--- src/rtl/compositor_pkg.sv ---
// Shared types and helpers for the frame compositor.
//   rgb_t          : packed {r,g,b} pixel, COLOR_BITS per channel
//   RGB_BLACK      : all-zero pixel used for blanking
//   sync_inactive  : inactive level of a sync line given its active polarity
package compositor_pkg;

    localparam int unsigned COLOR_BITS = 4;

    typedef struct packed {
        logic [COLOR_BITS-1:0] r;
        logic [COLOR_BITS-1:0] g;
        logic [COLOR_BITS-1:0] b;
    } rgb_t;

    localparam rgb_t RGB_BLACK = '0;

    function automatic logic sync_inactive(input logic pol);
        return ~pol;
    endfunction

endpackage

--- src/rtl/frame_compositor_mux.sv ---
// Combinational priority selector for one pixel.
//   vis         : per-layer visible flags, index 0 wins
//   layer_color : per-layer colours
//   bg_color    : colour used when no layer is visible
//   display_on  : forces black outside the visible area
//   rgb         : selected colour
module layer_priority_mux
    import compositor_pkg::*;
#(
    parameter int unsigned NUM_LAYERS = 4
) (
    input  logic [NUM_LAYERS-1:0] vis,
    input  rgb_t [NUM_LAYERS-1:0] layer_color,
    input  rgb_t                  bg_color,
    input  logic                  display_on,
    output rgb_t                  rgb
);

    logic found;

    always_comb begin
        rgb   = bg_color;
        found = 1'b0;
        for (int unsigned i = 0; i < NUM_LAYERS; i++) begin
            if (vis[i] && !found) begin
                rgb   = layer_color[i];
                found = 1'b1;
            end
        end
        if (!display_on) begin
            rgb = RGB_BLACK;
        end
    end

endmodule

--- src/rtl/frame_compositor.sv ---
// Pixel compositor between the sync generator / sprite layers and the VGA pins.
// Registers all inputs, resolves layer priority with blink and enable, delays
// colour and syncs by PIPE_STAGES cycles, and publishes a pairwise collision
// matrix once per frame (on the inactive-to-active vsync edge).
//   clk, reset          : pixel clock, synchronous active-high reset
//   display_on          : visible-area flag
//   hsync_in, vsync_in  : raw syncs (active level SYNC_ACTIVE)
//   layer_px            : per-layer pixel-on mask
//   layer_enable        : per-layer enable
//   blink_mask          : per-layer blink enable
//   layer_color         : per-layer colour {r,g,b}
//   bg_color            : background colour {r,g,b}
//   vga_r/g/b           : composited colour
//   vga_hs, vga_vs      : delayed syncs
//   collision_mask      : [i][j] set when layers i and j overlapped last frame
//   collision_valid     : one-cycle pulse when collision_mask updates
// COLOR_BITS must match compositor_pkg::COLOR_BITS.
module frame_compositor
    import compositor_pkg::*;
#(
    parameter int unsigned NUM_LAYERS   = 4,
    parameter int unsigned COLOR_BITS   = compositor_pkg::COLOR_BITS,
    parameter int unsigned PIPE_STAGES  = 2,
    parameter int unsigned BLINK_FRAMES = 16,
    parameter logic        SYNC_ACTIVE  = 1'b0
) (
    input  logic                                   clk,
    input  logic                                   reset,
    input  logic                                   display_on,
    input  logic                                   hsync_in,
    input  logic                                   vsync_in,
    input  logic [NUM_LAYERS-1:0]                  layer_px,
    input  logic [NUM_LAYERS-1:0]                  layer_enable,
    input  logic [NUM_LAYERS-1:0]                  blink_mask,
    input  logic [NUM_LAYERS-1:0][3*COLOR_BITS-1:0] layer_color,
    input  logic [3*COLOR_BITS-1:0]                bg_color,
    output logic [COLOR_BITS-1:0]                  vga_r,
    output logic [COLOR_BITS-1:0]                  vga_g,
    output logic [COLOR_BITS-1:0]                  vga_b,
    output logic                                   vga_hs,
    output logic                                   vga_vs,
    output logic [NUM_LAYERS-1:0][NUM_LAYERS-1:0]  collision_mask,
    output logic                                   collision_valid
);

    localparam logic INACTIVE = sync_inactive(SYNC_ACTIVE);

    // Stage 1: every input registered; everything downstream uses these.
    logic                  s1_disp;
    logic                  s1_hs;
    logic                  s1_vs;
    logic [NUM_LAYERS-1:0] s1_px;
    logic [NUM_LAYERS-1:0] s1_en;
    logic [NUM_LAYERS-1:0] s1_blink;
    rgb_t [NUM_LAYERS-1:0] s1_color;
    rgb_t                  s1_bg;

    always_ff @(posedge clk) begin
        if (reset) begin
            s1_disp  <= 1'b0;
            s1_hs    <= INACTIVE;
            s1_vs    <= INACTIVE;
            s1_px    <= '0;
            s1_en    <= '0;
            s1_blink <= '0;
            s1_color <= '0;
            s1_bg    <= RGB_BLACK;
        end else begin
            s1_disp  <= display_on;
            s1_hs    <= hsync_in;
            s1_vs    <= vsync_in;
            s1_px    <= layer_px;
            s1_en    <= layer_enable;
            s1_blink <= blink_mask;
            s1_color <= layer_color;
            s1_bg    <= bg_color;
        end
    end

    // Frame boundary, blink phase and collision accumulation
    logic                                  vs_prev;
    logic                                  frame_start;
    logic [7:0]                            frame_cnt;
    logic                                  blink_phase;
    logic [NUM_LAYERS-1:0]                 hit;
    logic [NUM_LAYERS-1:0]                 vis;
    logic [NUM_LAYERS-1:0][NUM_LAYERS-1:0] acc;

    assign frame_start = (s1_vs == SYNC_ACTIVE) && (vs_prev != SYNC_ACTIVE);
    // Collisions ignore blink so hidden layers still register overlaps.
    assign hit = s1_px & s1_en;
    assign vis = hit & ~(s1_blink & {NUM_LAYERS{blink_phase}});

    always_ff @(posedge clk) begin
        if (reset) begin
            vs_prev         <= INACTIVE;
            frame_cnt       <= '0;
            blink_phase     <= 1'b0;
            acc             <= '0;
            collision_mask  <= '0;
            collision_valid <= 1'b0;
        end else begin
            vs_prev         <= s1_vs;
            collision_valid <= frame_start;
            if (frame_start) begin
                collision_mask <= acc;
                acc            <= '0;
                if (frame_cnt == 8'(BLINK_FRAMES - 1)) begin
                    frame_cnt   <= '0;
                    blink_phase <= ~blink_phase;
                end else begin
                    frame_cnt <= frame_cnt + 8'd1;
                end
            end else if (s1_disp) begin
                for (int unsigned i = 0; i < NUM_LAYERS; i++) begin
                    for (int unsigned j = 0; j < NUM_LAYERS; j++) begin
                        if (i != j && hit[i] && hit[j]) begin
                            acc[i][j] <= 1'b1;
                        end
                    end
                end
            end
        end
    end

    rgb_t mux_rgb;

    layer_priority_mux #(
        .NUM_LAYERS(NUM_LAYERS)
    ) u_mux (
        .vis        (vis),
        .layer_color(s1_color),
        .bg_color   (s1_bg),
        .display_on (s1_disp),
        .rgb        (mux_rgb)
    );

    // Remaining PIPE_STAGES-1 stages; with one stage the mux drives the pins.
    rgb_t out_rgb;
    logic out_hs;
    logic out_vs;

    if (PIPE_STAGES == 1) begin : g_direct
        always_comb begin
            out_rgb = mux_rgb;
            out_hs  = s1_hs;
            out_vs  = s1_vs;
        end
    end else begin : g_pipe
        rgb_t rgb_q [PIPE_STAGES-1];
        logic hs_q  [PIPE_STAGES-1];
        logic vs_q  [PIPE_STAGES-1];

        always_ff @(posedge clk) begin
            if (reset) begin
                for (int unsigned k = 0; k < PIPE_STAGES - 1; k++) begin
                    rgb_q[k] <= RGB_BLACK;
                    hs_q[k]  <= INACTIVE;
                    vs_q[k]  <= INACTIVE;
                end
            end else begin
                rgb_q[0] <= mux_rgb;
                hs_q[0]  <= s1_hs;
                vs_q[0]  <= s1_vs;
                for (int unsigned k = 1; k < PIPE_STAGES - 1; k++) begin
                    rgb_q[k] <= rgb_q[k-1];
                    hs_q[k]  <= hs_q[k-1];
                    vs_q[k]  <= vs_q[k-1];
                end
            end
        end

        always_comb begin
            out_rgb = rgb_q[PIPE_STAGES-2];
            out_hs  = hs_q[PIPE_STAGES-2];
            out_vs  = vs_q[PIPE_STAGES-2];
        end
    end

    assign vga_r  = out_rgb.r;
    assign vga_g  = out_rgb.g;
    assign vga_b  = out_rgb.b;
    assign vga_hs = out_hs;
    assign vga_vs = out_vs;

endmodule

--- config.mk ---
export PLATFORM = sky130hd
export DESIGN_NAME = frame_compositor
export DESIGN_NICKNAME = d
export VERILOG_FILES = /design/src/rtl/compositor_pkg.sv /design/src/rtl/frame_compositor_mux.sv /design/src/rtl/frame_compositor.sv
export SDC_FILE = /design/constraint.sdc
export NUM_CORES = 1
export LEC_CHECK = 0
export BUFFER_PORTS_ARGS = -buffer_cell sky130_fd_sc_hd__buf_2
export CAP_MARGIN = 40
export CORE_ASPECT_RATIO = 1.5
export CORE_MARGIN = 2
export CORE_UTILIZATION = 51
export CTS_BUF_LIST = sky130_fd_sc_hd__clkbuf_16
export CTS_CLUSTER_DIAMETER = 80
export DETAILED_ROUTE_END_ITERATION = 8
export GPL_TIMING_DRIVEN = 0
export PLACE_DENSITY = 0.81
export RECOVER_POWER = 100
export SKIP_CTS_REPAIR_TIMING = 1
export SLEW_MARGIN = 25
export SYNTH_ARGS = -nofsm -noshare
export SYNTH_HDL_FRONTEND = slang
export SYNTH_SLANG_ARGS = --single-unit
--- constraint.sdc ---
create_clock -name clk -period 1.55 [get_ports clk]
set_input_delay 0.155 -clock clk [delete_from_list [all_inputs] [get_ports clk]]
set_output_delay 0.155 -clock clk [all_outputs]
set_load 0.03 [all_outputs]
# [After elaboration in Yosys (flattened, before gate mapping)]
# Memory sizes are Yosys's and may differ from the RTL's.
# Index checks and enable logic that the tools add are counted.
[totals] regBits=104 ramBits=14 inputBits=77 output_inout_bits=31 word_cells=88 mem_count=3
[mem_list] name="g_pipe.rgb_q" words=1 width=12 read_ports=1 rd_ports_with_merged_regs=0 wr=1 line_no="frame_compositor.sv:150" text="rgb_t rgb_q [PIPE_STAGES-1];"
[mem_list] name="g_pipe.hs_q" words=1 width=1 read_ports=1 rd_ports_with_merged_regs=0 wr=1 line_no="frame_compositor.sv:151" text="logic hs_q [PIPE_STAGES-1];"
[mem_list] name="g_pipe.vs_q" words=1 width=1 read_ports=1 rd_ports_with_merged_regs=0 wr=1 line_no="frame_compositor.sv:152" text="logic vs_q [PIPE_STAGES-1];"
[op_classes] add_sub_neg=1 n_eq_ne=1 mux=18 bitwise_logic=6 reduce_logical=24
[ops] operator="$mux 12" count=6
[ops] operator="$reduce_and 2->1" count=7
[ops] operator="$and 4x4->4" count=3
[ops] operator="$reduce_or 12->1" count=1
[ops] operator="$mux 1" count=11
[ops] operator="$logic_and 1x1->1" count=10
[ops] operator="$add 8x1->8 const B" count=1
[ops] operator="$eq 8x4->1 const B" count=1
[ops] operator="$mux 8" count=1
[ops] operator="$not 4->4" count=1
[ops] operator="$logic_not 1->1" count=3
[ops] operator="$not 1->1" count=2
[ops] operator="$reduce_or 1->1" count=2
[ops] operator="$reduce_or 2->1" count=1

# [Longest topological paths before layout]
# Gate-level depths: netlist (run 1).
[logic_depth] word_depth=15 ltp_mapped=6 ltp_nobuf=5

# [Cells and area by module]
# Synthesis (run 1) repeated with hierarchy kept, for this count alone.
[hier_totals] hier_cells=354 area_unflattened_um2=3792.4
[modules_own_cells] mod="frame_compositor" n_inst=1 cells_per_inst=294 area_per_inst_um2=3364.5 seq_area_each_um2=2242.2
[modules_own_cells] mod="layer_priority_mux" n_inst=1 cells_per_inst=60 area_per_inst_um2=427.9 seq_area_each_um2=0.0

# [Least setup slack after synthesis (run 1)]
# No wires, ideal clock.
[synth_timing] path_type="reg2reg" startpoint="reg s1_px[2]" endpoint="mem g_pipe.rgb_q[0][10] (netlist bit)" arrival_time_ns=1.195 t_required_ns=1.425 path_slack_ns=0.229 path_stages_with_launch=6 path_buffers=1 path_cell_list="dfxtp_1 > and2_0 > buf_2 > a211oi_2 > and4_1 > o41a_1"
[synth_between] elab_chain_len=9 elab_cells_between_ends=10 cone_classes="mux (5); bitwise (2); reduce/logical (3)"
[synth_rtl] element="start: declaration" line_no="frame_compositor.sv:52" text="logic [NUM_LAYERS-1:0] s1_px;"
[synth_rtl] element="start signal: assignment" line_no="frame_compositor.sv:72" text="s1_px <= layer_px;"
[synth_rtl] element="$and 4x4->4 *" line_no="frame_compositor.sv:91" text="assign hit = s1_px & s1_en;"
[synth_rtl] element="$and 4x4->4 *" line_no="frame_compositor.sv:92" text="assign vis = hit & ~(s1_blink & {NUM_LAYERS{blink_phase}});"
[synth_rtl] element="$logic_and 1x1->1 *" line_no="frame_compositor_mux.sv:25" text="if (vis[i] && !found) begin"
[synth_rtl] element="$mux 1" line_no="frame_compositor_mux.sv:25"
[synth_rtl] element="$logic_not 1->1" line_no="frame_compositor_mux.sv:25"
[synth_rtl] element="$logic_and 1x1->1" line_no="frame_compositor_mux.sv:25"
[synth_rtl] element="$mux 12 *" line_no="frame_compositor_mux.sv:25"
[synth_rtl] element="$mux 12 *" line_no="frame_compositor_mux.sv:30" text="if (!display_on) begin"
[synth_rtl] element="$mux 12 (no line) *"
[synth_rtl] element="end: declaration" line_no="frame_compositor.sv:150"
# Mark *: on every way between the ends. The rest lies on a longest branch, timed or not.

# [Final worst setup path (run 1)]
[layout_timing] startpoint="reg blink_phase" endpoint="mem g_pipe.rgb_q[0][4] (netlist bit)"
[layout_between] elab_chain_len=15 elab_cells_between_ends=18 cone_classes="mux (9); bitwise (3); reduce/logical (6)"
[layout_rtl] element="start: declaration" line_no="frame_compositor.sv:84" text="logic blink_phase;"
[layout_rtl] element="start signal: assignment" line_no="frame_compositor.sv:110" text="blink_phase <= ~blink_phase;"
[layout_rtl] element="$and 4x4->4 *" line_no="frame_compositor.sv:92"
[layout_rtl] element="$not 4->4 *" line_no="frame_compositor.sv:92"
[layout_rtl] element="$and 4x4->4 *" line_no="frame_compositor.sv:92"
[layout_rtl] element="$mux 1" line_no="frame_compositor_mux.sv:25"
[layout_rtl] element="$logic_not 1->1" line_no="frame_compositor_mux.sv:25"
[layout_rtl] element="$logic_and 1x1->1" line_no="frame_compositor_mux.sv:25"
[layout_rtl] element="$mux 1" line_no="frame_compositor_mux.sv:25"
[layout_rtl] element="$logic_not 1->1" line_no="frame_compositor_mux.sv:25"
[layout_rtl] element="$logic_and 1x1->1" line_no="frame_compositor_mux.sv:25"
[layout_rtl] element="$mux 1" line_no="frame_compositor_mux.sv:25"
[layout_rtl] element="$logic_not 1->1" line_no="frame_compositor_mux.sv:25"
[layout_rtl] element="$logic_and 1x1->1" line_no="frame_compositor_mux.sv:25"
[layout_rtl] element="$mux 12 *" line_no="frame_compositor_mux.sv:25"
[layout_rtl] element="$mux 12 *" line_no="frame_compositor_mux.sv:30"
[layout_rtl] element="$mux 12 (no line) *"
# Marks and branches as above.

==> summary by stage, run 1 <==
Timing
The transition time at the pin with the least slew margin is 585.4 ps. Counting I/O delays and the setup requirement, the final critical path takes 1490 ps. Setup violations remaining at the end of the flow were counted as 0.

Static timing analysis puts the maximum clock frequency at 671.0 MHz. The number of pins with negative max-slew slack in the final report came to 0. The worst setup margin is 59.73 ps. The count of endpoints failing hold in the final timing report is 0. The final critical path takes up 96.15% of the cycle. Across the routed clock network, the largest skew measured is 4.990 ps. The worst pin sits at a relative slew slack of 60.97%. Setup repair after global routing left no endpoint under its margin.

Drt
The final wirelength is 8395 um. For this block, the via count after detailed routing is 2,916. The detailed-route wire length per cell is 14.47 um. The number of remaining DRC errors is 0.

Once detail routing completed, the nets flagged for antenna violations numbered 0. The detailed router finished its first iteration with 101 violations. The pre-antenna-repair detailed-routing pass consisted of 4 iterations. The detailed-route vias per instance is 5.028.

Clocking
No sink is reached through more buffers than the 2 on the longest clock path. At the later pin of the worst-skew pair, clock insertion delay measures 340 ps. Counting the buffers created by CTS gives 9. CTS saw 112 sinks. After clock tree synthesis, the clock-pin slew on the worst setup and hold paths is 70 ps. The H-tree level count is 3.

The master cell of the clock root buffer is clkbuf_16. The clock tree from TritonCTS is yes.

Yosys
The number of synthesized flops with an enable pin is 0. Among all flip-flop cells after synthesis, the most frequent one is dfxtp_1. Yosys attributes the largest share of cell area to dfxtp_1, nor2b_1, a221oi_2. The synthesized design devotes to its leading area cell type 58.33% of total area.

The count of different cell masters after synthesis is 44. The number of cells produced by synthesis is 356. The post-synthesis async set-or-reset flop share is 0%. After synthesis the netlist holds a flip-flop and latch count of 112. Of all cell types, the one taking the most synthesized area is dfxtp_1. A synthesized cell averages 10.80 um2. Summing the sequential cell areas from Yosys gives 58.33% of the chip area. Summing every instance area after synthesis gives 3844 um2.

The synthesis warning total is 0.

Global routing
Global routing consumed, on the met1 layer, 21.84% of the routing resources. The via count of the first global-routing pass came to 2,763. For this run, global-route usage on met2 was measured as 35.90%. The aggregate global routing overflow is 0.

Entering global routing, the biggest net connects 17 pins. The first global-routing pass estimated 12,520 um of wire. For met3 alone, demand over resource in global routing was 6.091%. Global routing used 20.97% of the available tracks.

The number of antenna violations at the first check in global routing is 0. The layer flagged by global routing as most heavily used is met2.

Die
The floorplan step set the die width to 74.89 um. The initial utilization of the core area, before any placement, comes to 52.84%. The number of top-level pins is 108. The floorplan step set the die height to 110.3 um. The region available for standard cell placement spans 7274 um2. The die area is 8262 um2.

Row generation in the floorplan step produced 38 rows.

Job
The max-cap check violation count is 0.

Worst setup path
The largest delay contributor family on the critical path is compound AO/OA/AOI/OAI gates. The worst setup path is launched from a flip-flop. The buffering stage count on the worst path with inverters included is 1.

The endpoint of the worst register-to-register path is g_pipe.rgb_q[0][4]. STA classifies the critical path endpoint as a flip-flop. The data arrival time of the worst path is 1750 ps. The count of cells along the worst register-to-register path is 5.

The critical path in this run is classified as flip-flop to flip-flop. The largest individual stage delay along the critical path comes from the cell dfxtp_1. The critical path goes through and2_2 -> o22ai_2 -> buf_4 -> o221ai_1 -> a221oi_2.

The maximum cell stage delay along the critical path is 360 ps. The largest fanout on the critical path is 10. In this run the critical register-to-register path is launched from blink_phase. The slack of the worst reg-to-reg path is 60 ps. At the worst endpoint, the required time is 1810 ps.

Power and ir drop
IR analysis of the VDD net gives a maximum drop of 801.4 uV. The analysis attributes to cell leakage a power of 1.966 nW. Dividing total power by cell area gives a power density of 1149 nW/um2.

Hold path
The worst min-delay path category is input port to flip-flop. In this run the most critical hold path is launched from bg_color[7]. Along the worst hold path, the cell count comes to 2.

The worst hold path terminates at s1_bg[7].

Cells and area
The share of final-layout standard cells stronger than drive strength 1 is 26.88%. Summing all non-filler instances in the final layout gives an area of 4740 um2. The number of diodes added for antenna fixing is 0. The area added between synthesis and finish is 23.31%. The net count reported at finish is 553.

Place
During placement, the flow inserted port buffers numbering 103. The routability congestion estimate is 0.8339. After legalization and detailed placement, the total HPWL measured 5886 um.

Prior to clock tree synthesis, the placed netlist has a worst setup slack of -79.95 ps. In this run the cell area measured after placement is 4496 um2.

Outcome
The flow ran to the end, and the final reports show no timing, DRC or antenna violations.
-- per-layer routing --
metal,wire length [um],part of all wire [%]
met1,3282,39
met2,4379,52
met3,494,5.9
met4,239,2.8
met5,0,0
-- cell usage in the layout (no fill, tap or decap), types with 2 or more instances in the layout --
cell,instances
dfxtp_1,112
buf_2,76
nor2b_1,75
clkbuf_1,36
inv_1,15
nor2_1,14
o21ai_0,13
a21oi_1,13
buf_4,12
o221ai_1,12
nand2_1,11
a221oi_2,10
clkbuf_16,9
a22o_1,7
or2_2,6
xor2_1,4
and2_1,4
conb_1,4
dlygate4sd3_1,3
nand3_1,3
xnor2_1,3
and3_1,3
clkbuf_4,3
clkinv_1,3
nand4_1,2
nor2_2,2
clkbuf_2,2
a31oi_1,2
a41oi_1,2
-- power by group --
group | internal, mW | switching [mW] | leakage (nW) | total [mW]
combinational | 0.186 | 0.212 | 0.905 | 0.398
clock | 1.06 | 0.948 | 0.136 | 2.01
sequential | 3.00 | 0.0417 | 0.925 | 3.04
total | 4.24 | 1.20 | 1.97 | 5.45
-- per-stage QoR --
stage	utilization (%)	hold WS [ps]	TNS, ps	instances	total power, mW
6_report	65.15	12.49	0	580	5.446
3_3_place_gp	61.80	339.9	-578.0	562	3.486
5_1_grt	65.15	14.87	0	580	5.634
2_1_floorplan	-	258.8	0	359	3.328
4_1_cts	65.33	-12.69	-879.2	578	5.471
3_5_place_dp	61.80	345.6	-534.0	562	3.497
-- logic make-up after synthesis --
logic type	Yosys count	synth area share (%)
and+or+nand+nor	131	20.38
AOI/OAI and AO/OA	64	13.77
DFF	112	58.33
other	1	0.09756
xor gates and xnor gates	7	1.595
buffers and inverters	40	5.501
adders and majority gates	1	0.3255
-- sequential cells by signal, summed over array words and instances, names as in the netlist, 4 cells and up --
signal and count:
collision_mask 6, s1_color 48, acc 6, s1_px 4, s1_en 4, g_pipe.rgb_q 12, frame_cnt 8, s1_bg 12
s1_blink 4
-- layout make-up --
class | instances | area, um2
timing repair buffer | 105 | 500.5
clock buffer | 9 | 225.2
multi-input combinational | 207 | 1391
inverter | 12 | 45.04
fill | 598 | 2535
sequential | 112 | 2242
tap | 100 | 125.1
buffer | 28 | 178.9
clock inverter | 7 | 31.28
-- Yosys cell counts (2+ instances only) --
library cell,count
a221oi_2,10
inv_1,12
nor2_1,14
xor2_1,4
a22o_1,7
nor2_2,2
a31oi_1,2
a41oi_1,2
nand3_1,3
dfxtp_1,112
or2_2,6
buf_2,4
nand2_1,11
nand4_1,2
clkbuf_1,10
and2_1,4
xnor2_1,3
and3_1,3
nor2b_1,75
buf_4,11
o21ai_0,13
o221ai_1,12
a21oi_1,13
-- worst max-delay path by stage --
stage | to | start | cells past startpoint | slack [ps]
3_5_place_dp | g_pipe.rgb_q[0][6] | s1_disp | 4 | -80
6_report | g_pipe.rgb_q[0][4] | blink_phase | 5 | 60
2_1_floorplan | g_pipe.rgb_q[0][10] | s1_px[2] | 5 | 230
5_1_grt | g_pipe.rgb_q[0][7] | blink_phase | 5 | 10
4_1_cts | g_pipe.rgb_q[0][4] | s1_disp | 4 | -130
3_3_place_gp | g_pipe.rgb_q[0][3] | blink_phase | 5 | -70
(Power assumes the default switching activity.)
==> inputs of run 2 (changes only) <==
--- a/config.mk
+++ b/config.mk
@@ -7,13 +7,12 @@
 export LEC_CHECK = 0
 export BUFFER_PORTS_ARGS = -buffer_cell sky130_fd_sc_hd__buf_2
 export CAP_MARGIN = 40
-export CORE_ASPECT_RATIO = 1.5
+export CORE_ASPECT_RATIO = 0.8
 export CORE_MARGIN = 2
 export CORE_UTILIZATION = 51
 export CTS_BUF_LIST = sky130_fd_sc_hd__clkbuf_16
 export CTS_CLUSTER_DIAMETER = 80
 export DETAILED_ROUTE_END_ITERATION = 8
-export GPL_TIMING_DRIVEN = 0
 export PLACE_DENSITY = 0.81
 export RECOVER_POWER = 100
 export SKIP_CTS_REPAIR_TIMING = 1
==> run 2 against run 1 <==
Flip-flop and latch count is the same. Die area decreased by 0.12%. Combinational power shrank 6.8%. Global-route usage fell by 1.8 points. Non-clock buffer count fell by 15. Maximum frequency rose by 1.2%. Wire length is 4.0% lower. Power up 0.93%. Final cell count down 4.1%. Clock skew up 3.4 ps. Register-to-register slack better by 20 ps. Critical endpoint is now g_pipe.rgb_q[0][11]. Largest cell class unchanged. Highest routed layer unchanged.
==> summary by stage, run 2 (synthesis results as in run 1) <==
Outcome
The run finished with clean final reports.

Power and ir drop
The part of the power in combinational logic is 6.8%. The internal power component is 4.262 mW. Net switching is 22.46% of the power. The switching power of the nets is 1.235 mW. The peak supply drop is 498.5 uV. The part of the total power dissipated in the clock network is 38.0%. The leakage power is 1.905 nW. Power spread over the standard cell area amounts to 1188 nW/um2.

The register share of total power is 55.3%.

Die
The number of rows created at floorplan is 28. The total area inside the core boundary comes to 7357 um2. From left edge to right edge, the die measures 101.1 um. The initial core utilization is 52.24%.

108 I/O pins were placed. The die height is 81.65 um. The die covers 8252 um2.

Cells and area
The utilization of the core after routing is 62.91%. Counting flops per register, the top entry is s1_color. Leaving out fill and tap cells, the most frequent cells in the layout are dfxtp_1, nor2b_1, buf_2.

0 antenna diodes ended up in the layout. In the final layout, the registers with the most flip-flops are s1_color (48), g_pipe.rgb_q (12), s1_bg (12). Relative to the synthesized area, the layout overhead comes to 20.41%. The cell area after layout is 4628 um2. Leaving out fill and tap cells, the most frequent cell in the layout is dfxtp_1.

The number of cells in the finished layout apart from fillers is 556. After the last flow step, the layout net total stands at 539. The share of final-layout standard cells stronger than drive strength 1 is 25.75%. The register with the most flip-flops in the layout has 48 of them.

Worst setup path
Of all nets on the critical path, the largest fanout is 11. The worst register-to-register path has a depth of 5. The data arrival time of the worst path is 1700 ps. The nature of the critical path endpoint is a flip-flop.

The type of the worst setup path is flip-flop to flip-flop. The worst setup path startpoint is s1_px[3]. The critical path ends at g_pipe.rgb_q[0][11]. The slack of the worst reg-to-reg path is 80 ps. The startpoint identified for the worst register-to-register timing path is s1_px[3]. The endpoint of the worst register-to-register path is g_pipe.rgb_q[0][11].

The worst setup path is launched from a flip-flop. The data required time at the worst endpoint is 1780 ps.

Clocking
CTS placed an instance of clkbuf_16 at the clock tree root. For this design, the sink count on the clock tree is 112. The H-tree level count is 3. The clock tree buffer depth is 2.

The clock transition at the register clock pins on the worst setup and hold paths after CTS is 70 ps. The clock buffer count from CTS is 9. The insertion delay of the later-clocked pin in the worst-skew pair is 340 ps. The clock tree from TritonCTS is yes.

Drt
The number of detailed-routing iterations run before antenna repair is 4. The detailed-route wire length per cell is 14.50 um. The count of nets left with antenna violations once routing finished came out at 0. The number of remaining DRC errors is 0. The routed via count is 2,780.

Dividing the detail-routed via count by the number of cells gives 5.000. The detailed router finished its first iteration with 111 violations. The final layout contains routed wiring with a total length of 8063 um.

Timing
The number of pins with negative max-slew slack in the final report is 0. The transition time at the pin with the least slew margin is 890.4 ps. The total negative slack is 0 ps. Setup violations remaining at the end of the flow were counted as 0. Setup repair after global routing left no endpoint under its margin. The worst pin sits at a relative slew slack of 40.64%. The highest attainable clock frequency is 679.0 MHz. The post-route clock period utilization is 95.01%. The count of endpoints failing hold in the final timing report is 0. For the finished layout, the period the worst path requires is 1473 ps. The setup clock skew after layout is 8.353 ps.

Hold path
The worst min-delay path category is input port to flip-flop.

Place
The area after detailed placement is 4414 um2. Routability-driven placement finished with a final weighted congestion of 0.7950. Buffers placed on the I/O ports in this run total 103. After legalization and detailed placement, the total HPWL measured 5699 um.

The number of cells in the design after placement is 537.

Job
The max-cap check violation count is 0.

Global routing
The global-route usage over all layers is 19.20%. The aggregate global routing overflow is 0. The via count of the first global-routing pass is 2,698. The number of antenna violations at the first check in global routing is 0. The maximum number of pins on one net before global-route repair is 48. The wire length of the first global-routing pass is 12,140 um.
-- run 2: through the flow --
step | total power, mW | worst slack [ps] | hold slack [ps]
floorplan | 3.328 | 229.5 | 258.8
global placement | 3.472 | 171.3 | 340.1
detailed placement | 3.485 | 31.99 | 342.6
CTS | 5.544 | 15.80 | -13.64
global route | 5.711 | 13.97 | 15.88
finish | 5.497 | 77.28 | 20.49
-- run 2: final cells by class --
| type | count | area (um2) |
|---|---|---|
| Clock buffer | 9 | 225.2 |
| Clock inverter | 7 | 47.55 |
| Fill cell | 626 | 2729 |
| Inverter | 12 | 45.04 |
| Multi-Input combinational cell | 208 | 1368 |
| Sequential cell | 112 | 2242 |
| Tap cell | 90 | 112.6 |
| Timing Repair Buffer | 118 | 588.1 |
-- run 2: worst min-delay path by stage --
stage              endpoint             from  cells past startpoint
4_1_cts               s1_vs         vsync_in                      2
3_3_place_gp          s1_vs         vsync_in                      2
3_5_place_dp          s1_vs         vsync_in                      2
2_1_floorplan         s1_hs         hsync_in                      1
6_report       s1_color[13]  layer_color[13]                      2
5_1_grt            s1_bg[2]      bg_color[2]                      2
-- run 2: power by group through the flow --
stage / combinational [mW] / sequential (mW) / clock [mW]
3_5_place_dp: 0.381 / 3.10 / 0
6_report: 0.371 / 3.04 / 2.09
2_1_floorplan: 0.216 / 3.11 / 0
4_1_cts: 0.384 / 3.04 / 2.12
3_3_place_gp: 0.371 / 3.10 / 0
5_1_grt: 0.410 / 3.05 / 2.25
-- run 2: layer usage --
metal | vias to the layer above | wire length, um | GRT usage [%]
li1 | 1396 | - | -
met1 | 1287 | 3489 | 22.88
met2 | 85 | 4012 | 33.64
met3 | 12 | 449 | 4.851
met4 | 0 | 112 | 7.297
met5 | - | 0 | 0
-- run 2: worst max-delay path, stage by stage, from the launching register on --
cell and delay (ps):
dfxtp_1 380, nand2_1 160, o22ai_2 220, buf_6 180, o221ai_1 130, a221oi_1 290
==> inputs of run 3 (changes only) <==
--- a/config.mk
+++ b/config.mk
@@ -13,7 +13,7 @@
 export CTS_BUF_LIST = sky130_fd_sc_hd__clkbuf_16
 export CTS_CLUSTER_DIAMETER = 80
 export DETAILED_ROUTE_END_ITERATION = 8
-export PLACE_DENSITY = 0.81
+export PLACE_DENSITY = 0.76
 export RECOVER_POWER = 100
 export SKIP_CTS_REPAIR_TIMING = 1
 export SLEW_MARGIN = 25
==> run 3 against run 2 <==
Clock power up 7%. Die area stayed put. Critical path depth fell by 1. Maximum frequency increased by 3.0%. Wire length is 4.9% lower. Combinational power about the same. Register-to-register slack better by 40 ps. Largest cell class unchanged. Non-clock buffer count down 2. The flow now finishes with violations (negative hold slack).
==> summary by stage, run 3 (synthesis results as in run 1) <==
Outcome
The run finished, with violations left. The checks that failed: negative hold slack.

Cells and area
The number of filler instances in the final layout is 623. The share of final-layout standard cells stronger than drive strength 1 is 26.78%. Compared with the post-synthesis result, the final layout area differs by 20.96%. The commonest non-fill, non-tap cell in the layout is dfxtp_1.

The number of cells in the finished layout apart from fillers is 553. The largest registers in the layout are s1_color (48), g_pipe.rgb_q (12), s1_bg (12). The net count of the finished layout is 536.

More flip-flops sit in one register than any other, and that register is s1_color. In the layout the commonest cells are dfxtp_1, nor2b_1, buf_2. The register with the most flip-flops in the layout has 48 of them. The number of diodes added for antenna fixing is 0.

Worst setup path
The critical path goes through nand2_1 -> and2_1 -> and3_1 -> o41a_1. The endpoint identified for the worst register-to-register timing path is g_pipe.rgb_q[0][10]. The standard cell with the maximum stage delay on the critical path is dfxtp_1. The nature of the critical path endpoint is a flip-flop. The worst setup path startpoint is blink_phase. The critical path runs through a total of 4 cells.

The largest delay contributor family on the critical path is simple AND/OR/NAND/NOR gates. The data required time at the worst endpoint is 1770 ps. The count of cells along the worst register-to-register path is 4. The worst register-to-register path begins at blink_phase. Counting both buffers and inverters, the worst setup path holds a total of 0. The startpoint type of the worst setup path is a flip-flop.

The maximum cell stage delay along the critical path is 410 ps. The destination of the critical timing path is g_pipe.rgb_q[0][10]. In this run the worst path has a maximum fanout of 7. Data arrives at the worst endpoint at 1650 ps. The worst setup path is of the flip-flop to flip-flop kind. The worst register-to-register path has a setup slack of 120 ps.

Timing
On the final layout, the worst hold slack is -1.893 ps. Dividing the final minimum period by the clock period gives 92.25%. The number of pins with negative max-slew slack in the final report is 0. The number of setup violations in the final report is 0. The setup clock skew after layout is 8.281 ps. The transition time at the pin with the least slew margin is 710.1 ps. Based on the critical path, the design can be clocked at up to 699.4 MHz.

The time the final worst path needs with I/O delays and setup is 1430 ps. Setup repair after global routing left no endpoint under its margin. The remaining max-slew budget at the tightest pin is 52.66%. The count of endpoints failing hold in the final timing report was 1.

In the final timing run, aggregate negative setup slack is 0 ps.

Drt
For this block, the initial DRC count from the detailed router was 66. The routed layout has 2,702 vias. The routed design has 7670 um of wire. The detailed-route vias per instance is 4.886.

The number of routed nets with antenna violations is 0. After detailed routing, the average wire length per cell comes to 13.87 um. Before antenna repair, the detailed router went through 4 iterations.

For this run, design rule violations remaining after detail routing come to 0.

Power and ir drop
The register share of total power is 53.8%. The peak supply drop is 527.3 uV. For this design the total switching power over the nets is 1.226 mW. Overall power consumption after layout is estimated at 5.649 mW.

Internal power comes to 4.424 mW. For this design the ratio of total power to cell area is 1215 nW/um2. Per report_power, the combinational group accounts for 6.6% of the total. The leakage power is 1.914 nW. The share of total power dissipated in the clock network is 39.7%.

Net switching is 21.69% of the power.

Clocking
The clock buffer count from CTS is 9. The clock tree from TritonCTS is yes. The count of clock tree sinks is 112.

The master cell of the clock root buffer is clkbuf_16. For the worst-skew pair, the clock arrives at the later sink with an insertion delay of 340 ps. After clock tree synthesis, the clock-pin slew on the worst setup and hold paths is 70 ps. The H-tree level count is 3. The clock tree buffer depth is 2.

Place
The HPWL after detailed placement is 5707 um. The number of cells in the design after placement is 536. Routability-driven placement finished with a final weighted congestion of 0.8356. Input and output buffers added on the ports amount to 103.

Global routing
The via count of the first global-routing pass was 2,534. The number of antenna violations at the first check in global routing is 0. The wire length of the first global-routing pass is 11,910 um. The aggregate global routing overflow is 0. Global routing used 18.85% of the available tracks across all layers. Entering global routing, the biggest net connects 40 pins.

Job
Max-cap violations in this run came to 0.

Die
The die covers 8252 um2. The initial core utilization is 52.24%. The die is 101.1 um wide. The area inside the core boundary is 7357 um2.

In this run the core area contains 28 standard-cell rows. The number of top-level pins is 108. The die height is 81.65 um.

Hold path
The worst min-delay path category is input port to flip-flop.
## run 3: layout make-up
type	instances	area [um2]	share of cell area [%]
sequential	112	2242	48.22
multi-input combinational	207	1379	29.66
timing repair buffer	116	575.6	12.38
clock buffer	9	225.2	4.844
tap	90	112.6	2.422
clock inverter	7	70.07	1.507
inverter	12	45.04	0.9688
## run 3: worst register-to-register path, delay by kind of cell (launching register included)
kind            cells  cell delay (ps)
simple gates        3              530
compound gates      1              370
flops               1              410
## run 3: worst min-delay path by stage
stage	start	end	slack [ps]	cells after the start
2_1_floorplan	hsync_in	s1_hs	260	1
3_3_place_gp	hsync_in	s1_hs	340	2
4_1_cts	vsync_in	s1_vs	-10	2
6_report	hsync_in	s1_hs	-2	2
3_5_place_dp	hsync_in	s1_hs	340	2
5_1_grt	hsync_in	s1_hs	4	2
## run 3: metal layers
| metal | up-vias | wire length, um | track usage [%] |
|---|---|---|---|
| li1 | 1388 | - | - |
| met4 | 0 | 82 | 7.973 |
| met5 | - | 0 | 0 |
| met2 | 76 | 3599 | 30.13 |
| met3 | 7 | 359 | 4.085 |
| met1 | 1231 | 3629 | 24.93 |
## run 3: metrics by stage
step,util [%],instance area (um2),setup slack [ps]
after floorplan,-,3855,229.5
after global placement,59.90,4407,157.5
after detailed placement,59.90,4407,80.87
after CTS,63.91,4702,74.57
after global routing,63.20,4649,5.644
final,63.20,4649,120.2
## run 3: power by group through the flow
stage	clock [mW]	sequential, mW	combinational, mW
after floorplan	0	3.11	0.216
after global placement	0	3.10	0.370
after detailed placement	0	3.10	0.379
after CTS	2.30	3.04	0.381
after global routing	2.41	3.05	0.412
final	2.24	3.04	0.370
